File: config.mk
export PLATFORM = sky130hd
export DESIGN_NAME = mdr_driver
export DESIGN_NICKNAME = d
export VERILOG_FILES = /design/src/rtl/mdr_driver_pkg.sv /design/src/rtl/mdr_driver_timeout_counter.sv /design/src/rtl/mdr_driver.sv
export SDC_FILE = /design/constraint.sdc
export NUM_CORES = 1
export LEC_CHECK = 0
export BUFFER_PORTS_ARGS = -buffer_cell sky130_fd_sc_hd__buf_2
export CAP_MARGIN = 20
export CELL_PAD_IN_SITES_DETAIL_PLACEMENT = 0
export CELL_PAD_IN_SITES_GLOBAL_PLACEMENT = 1
export CORE_MARGIN = 4
export CORE_UTILIZATION = 41
export CTS_CLUSTER_DIAMETER = 100
export DETAILED_ROUTE_END_ITERATION = 8
export PLACE_DENSITY_LB_ADDON = 0.3
export SLEW_MARGIN = 30
export SYNTH_ARGS = -nofsm -noshare
export SYNTH_HDL_FRONTEND = slang
export SYNTH_HIERARCHICAL = 1
export SYNTH_SLANG_ARGS = --single-unit
export TNS_END_PERCENT = 10
File: constraint.sdc
create_clock -name clk -period 3.54 [get_ports clk]
set_input_delay 0.354 -clock clk [delete_from_list [all_inputs] [get_ports clk]]
set_output_delay 0.354 -clock clk [all_outputs]
set_load 0.05 [all_outputs]
File: src/rtl/mdr_driver_pkg.sv
// Shared types for the mdr command-side driver: opcodes, driver FSM states,
// response status codes and default-width data buses.
package mdr_driver_pkg;

  localparam int MDR_DW = 16;

  typedef enum logic [1:0] {
    OP_MULT = 2'd0,
    OP_DIV  = 2'd1,
    OP_ROOT = 2'd2,
    OP_INV  = 2'd3
  } op_t;

  typedef enum logic [1:0] {
    IDLE  = 2'd0,
    START = 2'd1,
    RUN   = 2'd2,
    RESP  = 2'd3
  } drv_state_e;

  typedef enum logic [1:0] {
    ST_OK      = 2'd0,
    ST_ERR     = 2'd1,
    ST_TIMEOUT = 2'd2
  } rsp_status_e;

  // Operand bus and double-width result bus at the default operand width.
  typedef logic [MDR_DW-1:0]   data_in_t;
  typedef logic [2*MDR_DW-1:0] data_t;

endpackage

File: src/rtl/mdr_driver_timeout_counter.sv
// Watchdog counter for the RUN phase: counts enabled cycles since the last
// clear and flags the last allowed cycle (count == TIMEOUT-1).
module timeout_counter #(
  parameter int TIMEOUT = 256
) (
  input  logic clk,
  input  logic rst,
  input  logic i_clear,
  input  logic i_enable,
  output logic o_expired
);

  localparam int CW = $clog2(TIMEOUT);

  logic [CW-1:0] count_q, count_d;

  // Clear wins over enable so a fresh command always starts from zero.
  always_comb begin
    count_d = count_q;
    if (i_clear)       count_d = '0;
    else if (i_enable) count_d = count_q + CW'(1);
  end

  // Count register, zeroed on asynchronous reset.
  always_ff @(posedge clk or negedge rst) begin
    if (!rst) count_q <= '0;
    else      count_q <= count_d;
  end

  assign o_expired = (count_q == CW'(TIMEOUT - 1));

endmodule

File: src/rtl/mdr_driver.sv
// Command-side initiator for mdr: accepts one (op, X, Y) command, starts mdr,
// serves each operand request once, and returns result/remainder/status.
module mdr_driver
  import mdr_driver_pkg::*;
#(
  parameter int DW      = 16,
  parameter int TIMEOUT = 256
) (
  input  logic            clk,
  input  logic            rst,
  input  logic            cmd_valid,
  output logic            cmd_ready,
  input  logic [1:0]      cmd_op,
  input  logic [DW-1:0]   cmd_x,
  input  logic [DW-1:0]   cmd_y,
  output logic            mdr_start,
  output logic            mdr_load,
  output logic [DW-1:0]   mdr_data,
  output logic [1:0]      mdr_op,
  input  logic            mdr_load_x,
  input  logic            mdr_load_y,
  input  logic            mdr_ready,
  input  logic            mdr_error,
  input  logic [2*DW-1:0] mdr_result,
  input  logic [DW-1:0]   mdr_reminder,
  output logic            rsp_valid,
  input  logic            rsp_ready,
  output logic [2*DW-1:0] rsp_result,
  output logic [DW-1:0]   rsp_reminder,
  output logic [1:0]      rsp_status
);

  drv_state_e  state_q, state_d;
  logic [DW-1:0]   x_q, x_d, y_q, y_d;
  logic            x_sent_q, x_sent_d, y_sent_q, y_sent_d;
  logic            mdr_start_q, mdr_start_d, mdr_load_q, mdr_load_d;
  logic [DW-1:0]   mdr_data_q, mdr_data_d;
  logic [1:0]      mdr_op_q, mdr_op_d;
  logic            rsp_valid_q, rsp_valid_d;
  logic [2*DW-1:0] rsp_result_q, rsp_result_d;
  logic [DW-1:0]   rsp_reminder_q, rsp_reminder_d;
  rsp_status_e     rsp_status_q, rsp_status_d;
  logic            tmo_expired;

  timeout_counter #(.TIMEOUT(TIMEOUT)) u_timeout (
    .clk       (clk),
    .rst       (rst),
    .i_clear   (state_q == START),
    .i_enable  (state_q == RUN),
    .o_expired (tmo_expired)
  );

  // Next-state and registered-output decode; strobes default low each cycle.
  always_comb begin
    state_d        = state_q;
    x_d            = x_q;
    y_d            = y_q;
    x_sent_d       = x_sent_q;
    y_sent_d       = y_sent_q;
    mdr_start_d    = 1'b0;
    mdr_load_d     = 1'b0;
    mdr_data_d     = '0;
    mdr_op_d       = mdr_op_q;
    rsp_valid_d    = rsp_valid_q;
    rsp_result_d   = rsp_result_q;
    rsp_reminder_d = rsp_reminder_q;
    rsp_status_d   = rsp_status_q;
    unique case (state_q)
      IDLE: begin
        if (cmd_valid) begin
          x_d      = cmd_x;
          y_d      = cmd_y;
          x_sent_d = 1'b0;
          y_sent_d = 1'b0;
          if (op_t'(cmd_op) == OP_INV) begin
            // Invalid opcode never reaches mdr; answer immediately.
            state_d        = RESP;
            rsp_valid_d    = 1'b1;
            rsp_result_d   = '0;
            rsp_reminder_d = '0;
            rsp_status_d   = ST_ERR;
          end else begin
            state_d     = START;
            mdr_start_d = 1'b1;
            mdr_op_d    = cmd_op;
          end
        end
      end
      START: begin
        state_d = RUN;
      end
      RUN: begin
        // Completion and timeout outrank operand service, so a request
        // arriving with them is dropped.
        if (mdr_error) begin
          state_d        = RESP;
          rsp_valid_d    = 1'b1;
          rsp_result_d   = '0;
          rsp_reminder_d = '0;
          rsp_status_d   = ST_ERR;
        end else if (mdr_ready) begin
          state_d        = RESP;
          rsp_valid_d    = 1'b1;
          rsp_result_d   = mdr_result;
          rsp_reminder_d = mdr_reminder;
          rsp_status_d   = ST_OK;
        end else if (tmo_expired) begin
          state_d        = RESP;
          rsp_valid_d    = 1'b1;
          rsp_result_d   = '0;
          rsp_reminder_d = '0;
          rsp_status_d   = ST_TIMEOUT;
        end else if (mdr_load_x && !x_sent_q) begin
          mdr_load_d = 1'b1;
          mdr_data_d = x_q;
          x_sent_d   = 1'b1;
        end else if (mdr_load_y && !y_sent_q) begin
          mdr_load_d = 1'b1;
          mdr_data_d = y_q;
          y_sent_d   = 1'b1;
        end
      end
      RESP: begin
        if (rsp_ready) begin
          state_d     = IDLE;
          rsp_valid_d = 1'b0;
          mdr_op_d    = '0;
        end
      end
      default: state_d = IDLE;
    endcase
  end

  // State and output registers; reset drops any in-flight work.
  always_ff @(posedge clk or negedge rst) begin
    if (!rst) begin
      state_q        <= IDLE;
      x_q            <= '0;
      y_q            <= '0;
      x_sent_q       <= 1'b0;
      y_sent_q       <= 1'b0;
      mdr_start_q    <= 1'b0;
      mdr_load_q     <= 1'b0;
      mdr_data_q     <= '0;
      mdr_op_q       <= '0;
      rsp_valid_q    <= 1'b0;
      rsp_result_q   <= '0;
      rsp_reminder_q <= '0;
      rsp_status_q   <= ST_OK;
    end else begin
      state_q        <= state_d;
      x_q            <= x_d;
      y_q            <= y_d;
      x_sent_q       <= x_sent_d;
      y_sent_q       <= y_sent_d;
      mdr_start_q    <= mdr_start_d;
      mdr_load_q     <= mdr_load_d;
      mdr_data_q     <= mdr_data_d;
      mdr_op_q       <= mdr_op_d;
      rsp_valid_q    <= rsp_valid_d;
      rsp_result_q   <= rsp_result_d;
      rsp_reminder_q <= rsp_reminder_d;
      rsp_status_q   <= rsp_status_d;
    end
  end

  assign cmd_ready    = (state_q == IDLE);
  assign mdr_start    = mdr_start_q;
  assign mdr_load     = mdr_load_q;
  assign mdr_data     = mdr_data_q;
  assign mdr_op       = mdr_op_q;
  assign rsp_valid    = rsp_valid_q;
  assign rsp_result   = rsp_result_q;
  assign rsp_reminder = rsp_reminder_q;
  assign rsp_status   = rsp_status_q;

endmodule

Word level (Yosys, flattened, before mapping)
Cells that the tools add are included.
{"block": "op_classes", "muxes": 64, "addsub": 1, "n_reduce_logical": 16, "eq_ne": 16}
{"cell": "16-bit two-way mux", "count": 11}
{"cell": "32-bit two-way mux", "count": 5}
{"cell": "32-bit case mux with 2 select lines", "count": 1}
{"cell": "16-bit case mux with 2 select lines", "count": 1}
{"cell": "2-bit two-way mux", "count": 13}
{"cell": "1-bit two-way mux", "count": 25}
{"cell": "2-bit inequality test (second input constant)", "count": 9}
{"cell": "8-bit two-way mux", "count": 2}
{"cell": "8-bit by 1-bit adder with 8-bit output (second input constant)", "count": 1}
{"cell": "8-bit equality test (second input constant)", "count": 1}
{"cell": "2-bit case mux with 2 select lines", "count": 2}
{"cell": "2-bit case mux with 4 select lines", "count": 1}
{"cell": "4-bit AND reduction", "count": 2}
{"cell": "7-bit AND reduction", "count": 1}
{"cell": "2-bit equality test (second input constant)", "count": 3}
{"cell": "6-bit AND reduction", "count": 1}
{"cell": "2-bit nonzero test", "count": 3}
{"cell": "5-bit AND reduction", "count": 1}
{"cell": "4-bit inequality test (second input constant)", "count": 1}
{"cell": "1-bit case mux with 2 select lines", "count": 2}
{"cell": "1-bit case mux with 3 select lines", "count": 1}
{"cell": "3-bit AND reduction", "count": 1}
{"cell": "3-bit nonzero test", "count": 1}
{"cell": "2-bit by 1-bit equality test with 1-bit output (second input constant)", "count": 1}
{"cell": "other kinds (5)", "count": 7}
{"block": "word_totals", "ff_bits": 115, "out_inout_bits": 72, "word_cells": 111, "input_bits": 90}

Longest topological paths before layout
Gate-level depths: netlist (run 1).
{"block": "logic_depth", "ltp_word": 8, "ltp_mapped": 9, "mapped_depth_nobuf": 7}

By module
The synthesis (run 1) kept the hierarchy.
{"module": "mdr_driver", "area_each_um2": 4279.1, "instances": 1, "cells_per_inst": 392}
{"module": "timeout_counter", "area_each_um2": 387.9, "instances": 1, "cells_per_inst": 39}

Worst setup path after synthesis (run 1)
No wires, ideal clock.
{"block": "synth_timing", "path_type": "reg-to-reg", "start": "register state_q[0]", "end": "register mdr_op_q[0] (netlist: mdr_op[0])", "path_slack_ps": 1418, "t_arrival_ps": 1997, "n_path_buf": 1, "synth_period_minus_slack_ps": 2122, "t_required_ps": 3415, "setup_ps": 125, "stages_incl_launch_ff": 7, "cell_sequence": "dfrtp_1 -> inv_1 -> ha_1 -> clkbuf_1 -> nor2_1 -> a211oi_1 -> mux2_2"}
{"block": "synth_via", "elab_chain_cells": 3, "elab_cells_between_ends": 8}
{"item": "from (decl)", "line": "mdr_driver.sv:33", "rtl": "drv_state_e state_q, state_d;"}
{"item": "from (signal assigned)", "line": "mdr_driver.sv:151", "rtl": "state_q <= state_d;"}
{"item": "2-bit logical NOT *"}
{"item": "net cmd_ready", "line": "mdr_driver.sv:12", "rtl": "output logic cmd_ready,"}
{"item": "2-bit inequality test (no line) or 2-bit nonzero test (tied branches)"}
{"item": "4-bit AND reduction (no line)"}
{"item": "to (signal assigned)", "line": "mdr_driver.sv:159", "rtl": "mdr_op_q <= mdr_op_d;"}
{"item": "to (decl)", "line": "mdr_driver.sv:38", "rtl": "logic [1:0] mdr_op_q, mdr_op_d;"}
The timed path passes the listed nets; every way through them passes the cells marked *.
A chain may end at the register's enable or synchronous reset.

Final worst setup path (run 1)
{"block": "layout_timing", "start": "register state_q[0]", "end": "register rsp_reminder_q[7] (netlist: rsp_reminder[7])"}
{"block": "layout_via", "elab_chain_cells": 3, "elab_cells_between_ends": 8}
{"item": "2-bit equality test or 2-bit logical NOT (tied branches)", "line": "mdr_driver.sv:68", "rtl": "unique case (state_q)"}
{"item": "4-bit inequality test (no line) (tied with other cells)"}
{"item": "4-bit AND reduction (no line)"}
{"item": "to (signal assigned)", "line": "mdr_driver.sv:162", "rtl": "rsp_reminder_q <= rsp_reminder_d;"}
{"item": "to (decl)", "line": "mdr_driver.sv:41", "rtl": "logic [DW-1:0] rsp_reminder_q, rsp_reminder_d;"}
Several ways; a longest one is shown, not always the timed one.

==> impl_metrics.env, run 1 <==
export IMPL_status="complete, but fails checks"
export IMPL_violations="hold timing"
export IMPL_layout_min_cycle_time_ps=2530
export IMPL_wl_met1_mm=4.73
export IMPL_cp_start_kind="flip-flop"
export IMPL_drt_initial_drc_count=281
export IMPL_layout_drive_gt1_share=0.387
export IMPL_end_kind="flip-flop"
export IMPL_io_pins=162
export IMPL_ir_worst_vdd_mv=0.473
export IMPL_reg2regPathDepth=7
export IMPL_die_y_microns=115
export IMPL_power_mw=5.76
export IMPL_synth_area_leader_cell="dfrtp_1"
export IMPL_cts_max_path_buffers=2
export IMPL_p_leak_nw=3.13
export IMPL_maxCapViolations=0
export IMPL_min_period_over_period=0.715
export IMPL_antenna_found_initial=3
export IMPL_synth_cell_types=33
export IMPL_stdcell_count=744
export IMPL_root_buffer="clkbuf_16"
export IMPL_met3WireLength_mm=1.31
export IMPL_routed_wl_mm=11.1
export IMPL_synthMuxAreaShare=0.0863
export IMPL_htreeDepth=4
export IMPL_grt_first_pass_wirelength_mm=17.2
export IMPL_netlist_top_cells_count="dfrtp_1, nand2_1, o21ai_0"
export IMPL_ys_flop_type="dfrtp_1"
export IMPL_synth_top_family_by_area="simple AND/OR/NAND/NOR gates"
export IMPL_cts_setup_buffers=0
export IMPL_yosys_area_share_simple=0.138
export IMPL_wl_per_cell_microns=14.9
export IMPL_place_congestion=0.788
export IMPL_diodes=0
export IMPL_vias_per_cell=4.93
export IMPL_multi_input_area_sq_um=1640
export IMPL_crit_type="flip-flop to flip-flop"
export IMPL_placementRows=38
export IMPL_ys_warn_count=6
export IMPL_ff_latch_area_sq_um=2880
export IMPL_finalHoldViolations=1
export IMPL_synth_compound_area_frac=0.106
export IMPL_fill_cells=971
export IMPL_ys_ff_latch=115
export IMPL_worst_pin_slew_ps=896
export IMPL_clock_latency_ps=400
export IMPL_syn_to_final_growth_pct=33.7
export IMPL_dp_hpwl_mm=7.81
export IMPL_synth_edf_count=0
export IMPL_finalSetupViolations=0
export IMPL_r2r_end="rsp_reminder[7]"
export IMPL_grt_overflow_total=0
export IMPL_start_util=0.425
export IMPL_die_w_microns=115
export IMPL_synth_xor_area_frac=0.00751
export IMPL_final_util=0.568
export IMPL_yosysMostFrequentCell="dfrtp_1"
export IMPL_rsz0062_at_grt="no"
export IMPL_startpoint="state_q[0]"
export IMPL_crit_end="rsp_reminder[7]"
export IMPL_synth_adder_area_share=0.0134
export IMPL_cp_max_fo=73
export IMPL_critPathArrivalTime_ps=2800
export IMPL_drv_slew=0
export IMPL_grt_start_max_net_pins=74
export IMPL_skew_ps=7.62
export IMPL_synth_top_cells_by_area="dfrtp_1, nand2_1, mux2_2, o21ai_0, a22oi_1"
export IMPL_grtUsageTotal=0.170
export IMPL_relSlewSlack=0.403
export IMPL_first_global_vias=3515
export IMPL_setup_tns_ps=0
export IMPL_path_clk_slew_ps=50
export IMPL_syn_num_nets=526
export IMPL_port_buffers=161
export IMPL_power_density_nw_per_um2=924
export IMPL_top_layer="met5"
export IMPL_dpl_cell_count=712
export IMPL_postRouteAntennaNets=0
export IMPL_drc_errors=0
export IMPL_ys_seq_area_frac=0.617
export IMPL_fin_nets=686
export IMPL_synth_top_area_frac=0.617
export IMPL_routed_wl_met2_mm=4.84
export IMPL_ys_async_sr_fraction=1.00
export IMPL_drtPass1Iterations=4
export IMPL_vias=3668
export IMPL_clkSinkCount=115
export IMPL_timing_hold_ws_ps=-2.13
export IMPL_synth_avg_cell_area_sq_um=10.8
export IMPL_cts_tree="yes"
export IMPL_synthesis_area_sq_um=4670
export IMPL_synthCells=431
export IMPL_crit_required_ps=3800
export IMPL_post_cts_resized=0
export IMPL_core_area_sq_um=11000
export IMPL_ff2ff_setup_slack_ps=1010
export IMPL_cts_buffers=17
export IMPL_r2r_start="state_q[0]"
export IMPL_fmax_ghz=0.395
export IMPL_hp_class="input port to asynchronous set/reset pin"
export IMPL_cts_hold_buffers=0
export IMPL_die_area_sq_um=13200
-- sequential cells by signal (all words and copies together) (netlist names), 2 cells and up --
| signal | count |
|---|---|
| rsp_result | 32 |
| mdr_data | 16 |
| rsp_reminder | 16 |
| x_q | 16 |
| y_q | 16 |
| u_timeout/count_q | 8 |
| mdr_op | 2 |
| rsp_status | 2 |
| state_q | 2 |
-- critical path, cell delays in order (launching register included) --
cell and delay (ps):
dfrtp_1 400, inv_1 100, ha_1 420, or4b_1 490, buf_4 230, o21ai_4 260, buf_12 330, o21ai_0 140
-- report_power, final --
group / internal, mW / switching, mW
sequential: 1.72 / 0.220
clock: 1.27 / 0.566
combinational: 0.627 / 1.36
-- cell usage in the layout, fill, tap and decap left out, types with 5 or more instances in the layout --
cell	n
nor2_1	25
a21oi_1	11
clkbuf_8	5
clkbuf_16	17
o21ai_0	53
mux2_2	34
nor2b_1	8
dfrtp_1	115
ha_1	5
buf_2	160
inv_1	5
a22oi_1	16
buf_4	5
nand2_1	104
-- per-layer routing --
layer | vias up | global-route usage
met4 | 6 | 0.0649
met2 | 158 | 0.244
met3 | 22 | 0.0877
met1 | 1704 | 0.218
li1 | 1778 | -
met5 | - | 0
-- logic make-up (layout without fill, tap and decap cells) --
logic type,count (synthesis),after routing
AOI/OAI and AO/OA,87,87
xor gates and xnor gates,4,4
adders and majority gates,5,5
buffers and inverters,31,204
DFF,115,115
muxes,36,36
and+or+nand+nor,153,153
-- layout make-up --
cell class              count  area share
clock buffers              24      0.0804
clock inverters             8      0.0235
inverters                   5     0.00301
multi-input cells         285       0.263
flip-flops and latches    115       0.461
well taps                 140      0.0281
repair buffers            167       0.141
-- how the worst min path moves through the flow --
stage          from              end  cells past startpoint
6_report        rst  rsp_reminder[2]                      1
5_1_grt         rst  rsp_reminder[2]                      1
4_1_cts         rst  rsp_reminder[2]                      1
3_5_place_dp    rst  rsp_reminder[2]                      1
3_3_place_gp    rst  rsp_reminder[0]                      1
2_1_floorplan   rst      mdr_data[0]                      0
-- through the flow --
| stage | setup WS, ps | cell area, sq um |
|---|---|---|
| after detailed placement | 1020 | 5590 |
| final | 1010 | 6240 |
| after global routing | 817 | 6240 |
| after CTS | 968 | 6240 |
| after floorplan | 1420 | 4670 |
| after global placement | 1120 | 5590 |
Note: power is estimated with default switching activity, not from simulation.
==> run 2, diff against run 1 <==
Settings changed: ABC_AREA set to 1, CORE_UTILIZATION 41 to 34.
Clock period 3.54 ns to 2.3 ns, I/O delays scaled along.
==> run 2 against run 1 <==
The flow now finishes without violations; register-to-register slack got worse by 770 ps; final area up 9.1%; maximum frequency up 23%; critical path type unchanged; critical endpoint is now rsp_result[1].
==> impl_metrics.env, run 2 <==
export IMPL_synth_xor_area_frac=0
export IMPL_largest_register_ffs=32
export IMPL_port_buffers=161
export IMPL_wl_per_cell_microns=14.0
export IMPL_finalSetupViolations=0
export IMPL_drt_initial_drc_count=273
export IMPL_drc_errors=0
export IMPL_htreeDepth=4
export IMPL_synth_top_cells_by_area="dfrtp_1, nand2_1, mux2_2, nand3_1, inv_1"
export IMPL_synth_top_area_frac=0.558
export IMPL_syn_to_final_growth_pct=32.0
export IMPL_maxCapViolations=0
export IMPL_ys_async_sr_fraction=1.00
export IMPL_diodes=0
export IMPL_grtUsageTotal=0.157
export IMPL_vias_per_cell=4.63
export IMPL_post_cts_resized=0
export IMPL_combPwrFrac=0.347
export IMPL_skew_ps=6.08
export IMPL_fin_nets=848
export IMPL_final_cell_mix="nand2_1, buf_2, dfrtp_1"
export IMPL_cp_max_fo=50
export IMPL_placementRows=44
export IMPL_ff2ff_setup_slack_ps=240
export IMPL_grt_start_max_net_pins=116
export IMPL_p_int_mw=5.42
export IMPL_netlist_top_cells_count="nand2_1, dfrtp_1, inv_1"
export IMPL_die_area_sq_um=17200
export IMPL_yosysMostFrequentCell="nand2_1"
export IMPL_final_util=0.463
export IMPL_synth_compound_area_frac=0.0337
export IMPL_r2r_end="rsp_result[1]"
export IMPL_min_from="cmd_y[5]"
export IMPL_postRouteAntennaNets=0
export IMPL_vias=4398
export IMPL_layout_min_cycle_time_ps=2060
export IMPL_cts_max_path_buffers=2
export IMPL_place_congestion=0.763
export IMPL_holdPathStages=2
export IMPL_synth_top_family_by_area="simple AND/OR/NAND/NOR gates"
export IMPL_ys_flop_type="dfrtp_1"
export IMPL_synth_area_leader_cell="dfrtp_1"
export IMPL_synth_avg_cell_area_sq_um=8.74
export IMPL_cp_start_kind="flip-flop"
export IMPL_crit_required_ps=2650
export IMPL_r2r_start="u_timeout/count_q[0]"
export IMPL_core_area_sq_um=14700
export IMPL_finalHoldViolations=0
export IMPL_hp_class="input port to flip-flop"
export IMPL_layout_drive_gt1_share=0.320
export IMPL_critPathMaxStageDelay_ps=440
export IMPL_ys_seq_area_frac=0.558
export IMPL_ir_worst_vdd_mv=0.655
export IMPL_ys_ff_latch=115
export IMPL_end_kind="flip-flop"
export IMPL_critPathArrivalTime_ps=2410
export IMPL_seqPwrFrac=0.327
export IMPL_drv_slew=0
export IMPL_grt_first_pass_wirelength_mm=22.1
export IMPL_fill_cells=1519
export IMPL_reg2regPathDepth=13
export IMPL_clock_latency_ps=410
export IMPL_root_buffer="clkbuf_16"
export IMPL_power_density_nw_per_um2=1280
export IMPL_fmax_ghz=0.485
export IMPL_p_leak_nw=3.88
export IMPL_routed_wl_mm=13.3
export IMPL_timing_hold_ws_ps=47.8
export IMPL_start_util=0.351
export IMPL_path_clk_slew_ps=50
export IMPL_synth_adder_area_share=0.0121
export IMPL_synth_cell_types=21
export IMPL_cts_buffers=17
export IMPL_crit_type="flip-flop to flip-flop"
export IMPL_syn_num_nets=685
export IMPL_synthesis_area_sq_um=5160
export IMPL_antenna_found_initial=0
export IMPL_stdcell_count=950
export IMPL_ys_warn_count=6
export IMPL_min_period_over_period=0.896
export IMPL_first_global_vias=4476
export IMPL_synth_edf_count=0
export IMPL_relSlewSlack=0.566
export IMPL_netSwitchingPower_mw=3.32
export IMPL_crit_chain="ha_1 > inv_1 > nor2_1 > nand2_1 > nor3b_1 > inv_1 > nand2_1 > nor2_1 > inv_2 > nand2_2 > buf_4 > nand2_1 > nand2_1"
export IMPL_synthCells=590
export IMPL_drtPass1Iterations=4
export IMPL_yosys_area_share_simple=0.246
export IMPL_synthMuxAreaShare=0.0699
export IMPL_io_pins=162
export IMPL_cts_tree="yes"
export IMPL_dpl_cell_count=917
export IMPL_cp_slowest_cell="buf_4"
export IMPL_rsz0062_at_grt="no"
export IMPL_hold_end="y_q[5]"
export IMPL_status="complete, no violations"
export IMPL_grt_overflow_total=0
export IMPL_worst_pin_slew_ps=650
export IMPL_p_sw_frac=0.380
export IMPL_worst_path_most_repeated_cell="nand2_1"
export IMPL_die_w_microns=131
export IMPL_dp_hpwl_mm=8.79
export IMPL_die_y_microns=131
export IMPL_clkPwrFrac=0.325
export IMPL_layout_commonest_cell="nand2_1"
export IMPL_setup_tns_ps=0
export IMPL_clkSinkCount=115
## run 2: cell count changes after synthesis, sizes merged, moves of 4 or more
cell | previous run | this run
nor2b | 8 | 0
nor2 | 25 | 72
a22oi | 16 | 0
nand2 | 104 | 165
nand3 | 3 | 66
a21oi | 11 | 24
o21ai | 57 | 10
clkbuf | 11 | 7
inv | 5 | 72
buf | 15 | 20
## run 2: worst max path at each step
stage               slack, ps                 start                to
CTS                       240            state_q[0]     rsp_result[1]
detailed placement        250  u_timeout/count_q[0]     rsp_result[1]
global route               70  u_timeout/count_q[1]     rsp_result[1]
floorplan                 450            state_q[0]  rsp_reminder[10]
global placement          320  u_timeout/count_q[1]     rsp_result[9]
finish                    240  u_timeout/count_q[0]     rsp_result[1]
## run 2: per-layer routing
| metal | wire (microns) | track usage | vias to the layer above |
|---|---|---|---|
| met5 | 0 | 0 | - |
| met4 | 161 | 0.0490 | 0 |
| met3 | 780 | 0.0566 | 13 |
| met2 | 6360 | 0.260 | 130 |
| met1 | 6010 | 0.194 | 2093 |
| li1 | - | - | 2162 |
## run 2: per-stage QoR
step / setup WS (ps) / power [mW] / area [sq um]
final: 239 / 8.73 / 6810
after global routing: 71.9 / 9.26 / 6810
after detailed placement: 255 / 5.95 / 6160
after global placement: 323 / 5.88 / 6160
after CTS: 236 / 8.84 / 6810
after floorplan: 449 / 5.16 / 5160
## run 2: area by class of cell
| type | instances | area [sq um] | area share |
|---|---|---|---|
| Inverter | 72 | 270 | 0.0397 |
| Sequential cell | 115 | 2880 | 0.423 |
| Clock buffer | 22 | 454 | 0.0667 |
| Tap cell | 184 | 230 | 0.0338 |
| Clock inverter | 10 | 180 | 0.0265 |
| Timing Repair Buffer | 171 | 923 | 0.136 |
| Multi-Input combinational cell | 376 | 1870 | 0.275 |
## run 2: repair_timing
item	CTS	global route
hold endpoints to repair	115	0
buffers inserted	0	0
hold buffers	1	0
## run 2: worst max-delay path, delay by kind of cell (launching register included)
family	cells	cell delay [ps]
simple gates	8	680
buf+inv	4	640
flops	1	390
fa+ha+maj	1	250
## run 2: power groups by stage
| stage | combinational (mW) | sequential, mW | clock, mW |
|---|---|---|---|
| 6_report | 3.03 | 2.86 | 2.84 |
| 5_1_grt | 3.32 | 2.93 | 3.02 |
| 4_1_cts | 3.08 | 2.86 | 2.90 |
| 3_5_place_dp | 3.07 | 2.89 | 0 |
| 3_3_place_gp | 3.01 | 2.87 | 0 |
| 2_1_floorplan | 1.62 | 3.54 | 0 |
## run 2: cell families (layout without fill, tap and decap cells)
logic type | Yosys count | in the layout
flops | 115 | 115
fa+ha+maj | 5 | 5
compound gates | 34 | 34
buf+inv | 99 | 275
mux | 32 | 32
simple gates | 305 | 305
==> run 3, diff against run 2 <==
Settings changed: GPL_TIMING_DRIVEN set to 0.
==> run 3 against run 2 <==
Count of clock-buffer cells in the layout fell by 5; worst setup slack improved by 22 ps; non-clock buffer count increased by 19; highest routed layer unchanged; combinational power is 4% higher.
==> impl_metrics.env, run 3 (synthesized netlist as in run 2, its figures left out) <==
export IMPL_drtPass1Iterations=4
export IMPL_finalHoldViolations=0
export IMPL_place_congestion=0.804
export IMPL_grt_overflow_total=0
export IMPL_core_area_sq_um=14700
export IMPL_ir_worst_vdd_mv=0.725
export IMPL_first_global_vias=4423
export IMPL_start_util=0.351
export IMPL_grtUsageTotal=0.158
export IMPL_fill_cells=1428
export IMPL_vias=4411
export IMPL_multi_input_area_sq_um=1870
export IMPL_final_cell_mix="buf_2, nand2_1, dfrtp_1"
export IMPL_path_clk_slew_ps=60
export IMPL_cts_tree="yes"
export IMPL_grt_first_pass_wirelength_mm=22.1
export IMPL_crit_type="flip-flop to flip-flop"
export IMPL_antenna_found_initial=0
export IMPL_vias_per_cell=4.55
export IMPL_relSlewSlack=0.684
export IMPL_placementRows=44
export IMPL_largest_register_ffs=32
export IMPL_fin_ws_ps=261
export IMPL_ff_latch_area_sq_um=2880
export IMPL_drv_slew=0
export IMPL_skew_ps=11.5
export IMPL_worst_pin_slew_ps=473
export IMPL_placed_cell_area_sq_um=6230
export IMPL_drc_errors=0
export IMPL_crit_required_ps=2650
export IMPL_routed_wl_mm=13.5
export IMPL_status="complete, no violations"
export IMPL_end_kind="flip-flop"
export IMPL_layout_drive_gt1_share=0.338
export IMPL_fmax_ghz=0.490
export IMPL_crit_family="simple AND/OR/NAND/NOR gates"
export IMPL_finalSetupViolations=0
export IMPL_layout_commonest_cell="buf_2"
export IMPL_port_buffers=161
export IMPL_p_leak_nw=3.91
export IMPL_cp_max_fo=10
export IMPL_power_density_nw_per_um2=1280
export IMPL_cp_slowest_cell="dfrtp_1"
export IMPL_clkSinkCount=115
export IMPL_power_mw=8.79
export IMPL_final_util=0.469
export IMPL_rsz0062_at_grt="no"
export IMPL_die_area_sq_um=17200
export IMPL_cp_start_kind="flip-flop"
export IMPL_root_buffer="clkbuf_16"
export IMPL_syn_to_final_growth_pct=33.5
export IMPL_crit_chain="ha_1 > inv_1 > nor2_1 > nand2_1 > nor3b_2 > inv_1 > nand2_1 > nor2_1 > inv_2 > buf_6 > buf_2 > nand3_1 > nand2_1"
export IMPL_final_area_sq_um=6890
export IMPL_layout_min_cycle_time_ps=2040
export IMPL_cts_buffers=17
export IMPL_dp_hpwl_mm=9.76
export IMPL_drt_initial_drc_count=177
export IMPL_detailedPlace_worstSlack_ps=88.6
export IMPL_critPathMaxStageDelay_ps=380
export IMPL_maxCapViolations=0
export IMPL_min_period_over_period=0.886
export IMPL_clock_latency_ps=410
export IMPL_critPathArrivalTime_ps=2390
export IMPL_hp_class="input port to flip-flop"
export IMPL_die_w_microns=131
export IMPL_fin_nets=867
export IMPL_critPathBufInv=5
export IMPL_io_pins=162
export IMPL_cts_max_path_buffers=2
export IMPL_worst_path_most_repeated_cell="nand2_1"
export IMPL_postRouteAntennaNets=0
export IMPL_die_y_microns=131
export IMPL_wl_per_cell_microns=13.9
export IMPL_htreeDepth=4
export IMPL_grt_start_max_net_pins=80
-- run 3: cell count changes in the layout (fill, tap and decap cells not counted), moves of 2 or more --
| cell | before | now |
|---|---|---|
| clkinv_4 | 0 | 3 |
| clkinvlp_4 | 2 | 5 |
| buf_6 | 0 | 2 |
| clkbuf_2 | 0 | 3 |
| buf_4 | 7 | 3 |
| inv_6 | 0 | 2 |
| buf_2 | 160 | 175 |
| clkinv_2 | 3 | 1 |
| buf_12 | 3 | 0 |
-- run 3: worst paths after layout --
kind / startpoint / endpoint / slack [ps] / cells after the start
max: u_timeout/count_q[1] / rsp_reminder[12] / 260 / 13
min: cmd_x[7] / x_q[7] / 40 / 2
max reg2reg: u_timeout/count_q[1] / rsp_reminder[12] / 260 / 13
min reg2reg: rsp_result[12] / rsp_result[12] / 470 / 2
max in group asynchronous: rst / y_q[12] / 1340 / 3
min in group asynchronous: rst / rsp_result[27] / 280 / 2
-- run 3: worst register-to-register path: stages, from the launching register on --
cell and delay [ps]:
dfrtp_1 380, ha_1 230, inv_1 50, nor2_1 100, nand2_1 80, nor3b_2 220, inv_1 80, nand2_1 60
nor2_1 80, inv_2 100, buf_6 170, buf_2 250, nand3_1 100, nand2_1 80
-- run 3: through the flow --
step | TNS [ps] | hold WS (ps) | cells
detailed placement | 0 | 124 | 936
global placement | -51550 | 449 | 935
floorplan | 0 | -65.6 | 590
global route | 0 | 26.2 | 969
CTS | 0 | 29.1 | 969
finish | 0 | 44.3 | 970
-- run 3: cell type report --
cell class	count	area share
Clock buffer	17	0.0618
Antenna cell	1	0.000363
Inverter	72	0.0392
Multi-Input combinational cell	376	0.272
Buffer	27	0.0218
Tap cell	184	0.0334
Sequential cell	115	0.418
Clock inverter	15	0.0300
Timing Repair Buffer	163	0.124
-- run 3: report_power, final --
group	internal, mW	switching (mW)	total (mW)
registers	2.57	0.280	2.85
clock network	1.82	0.984	2.80
logic	0.969	2.17	3.14
-- run 3: timing repair --
action,4_1_cts,5_1_grt
hold buffers,1,0
resized for setup,0,8
setup buffers,0,0
hold endpoints to repair,36,0
endpoints found under the setup margin,0,60
-- run 3: per-layer routing --
| layer | up-vias | wire (microns) | GRT usage |
|---|---|---|---|
| met5 | - | 0 | 0 |
| met1 | 2062 | 6130 | 0.201 |
| li1 | 2210 | - | - |
| met4 | 0 | 224 | 0.0543 |
| met2 | 121 | 6340 | 0.255 |
| met3 | 18 | 776 | 0.0531 |
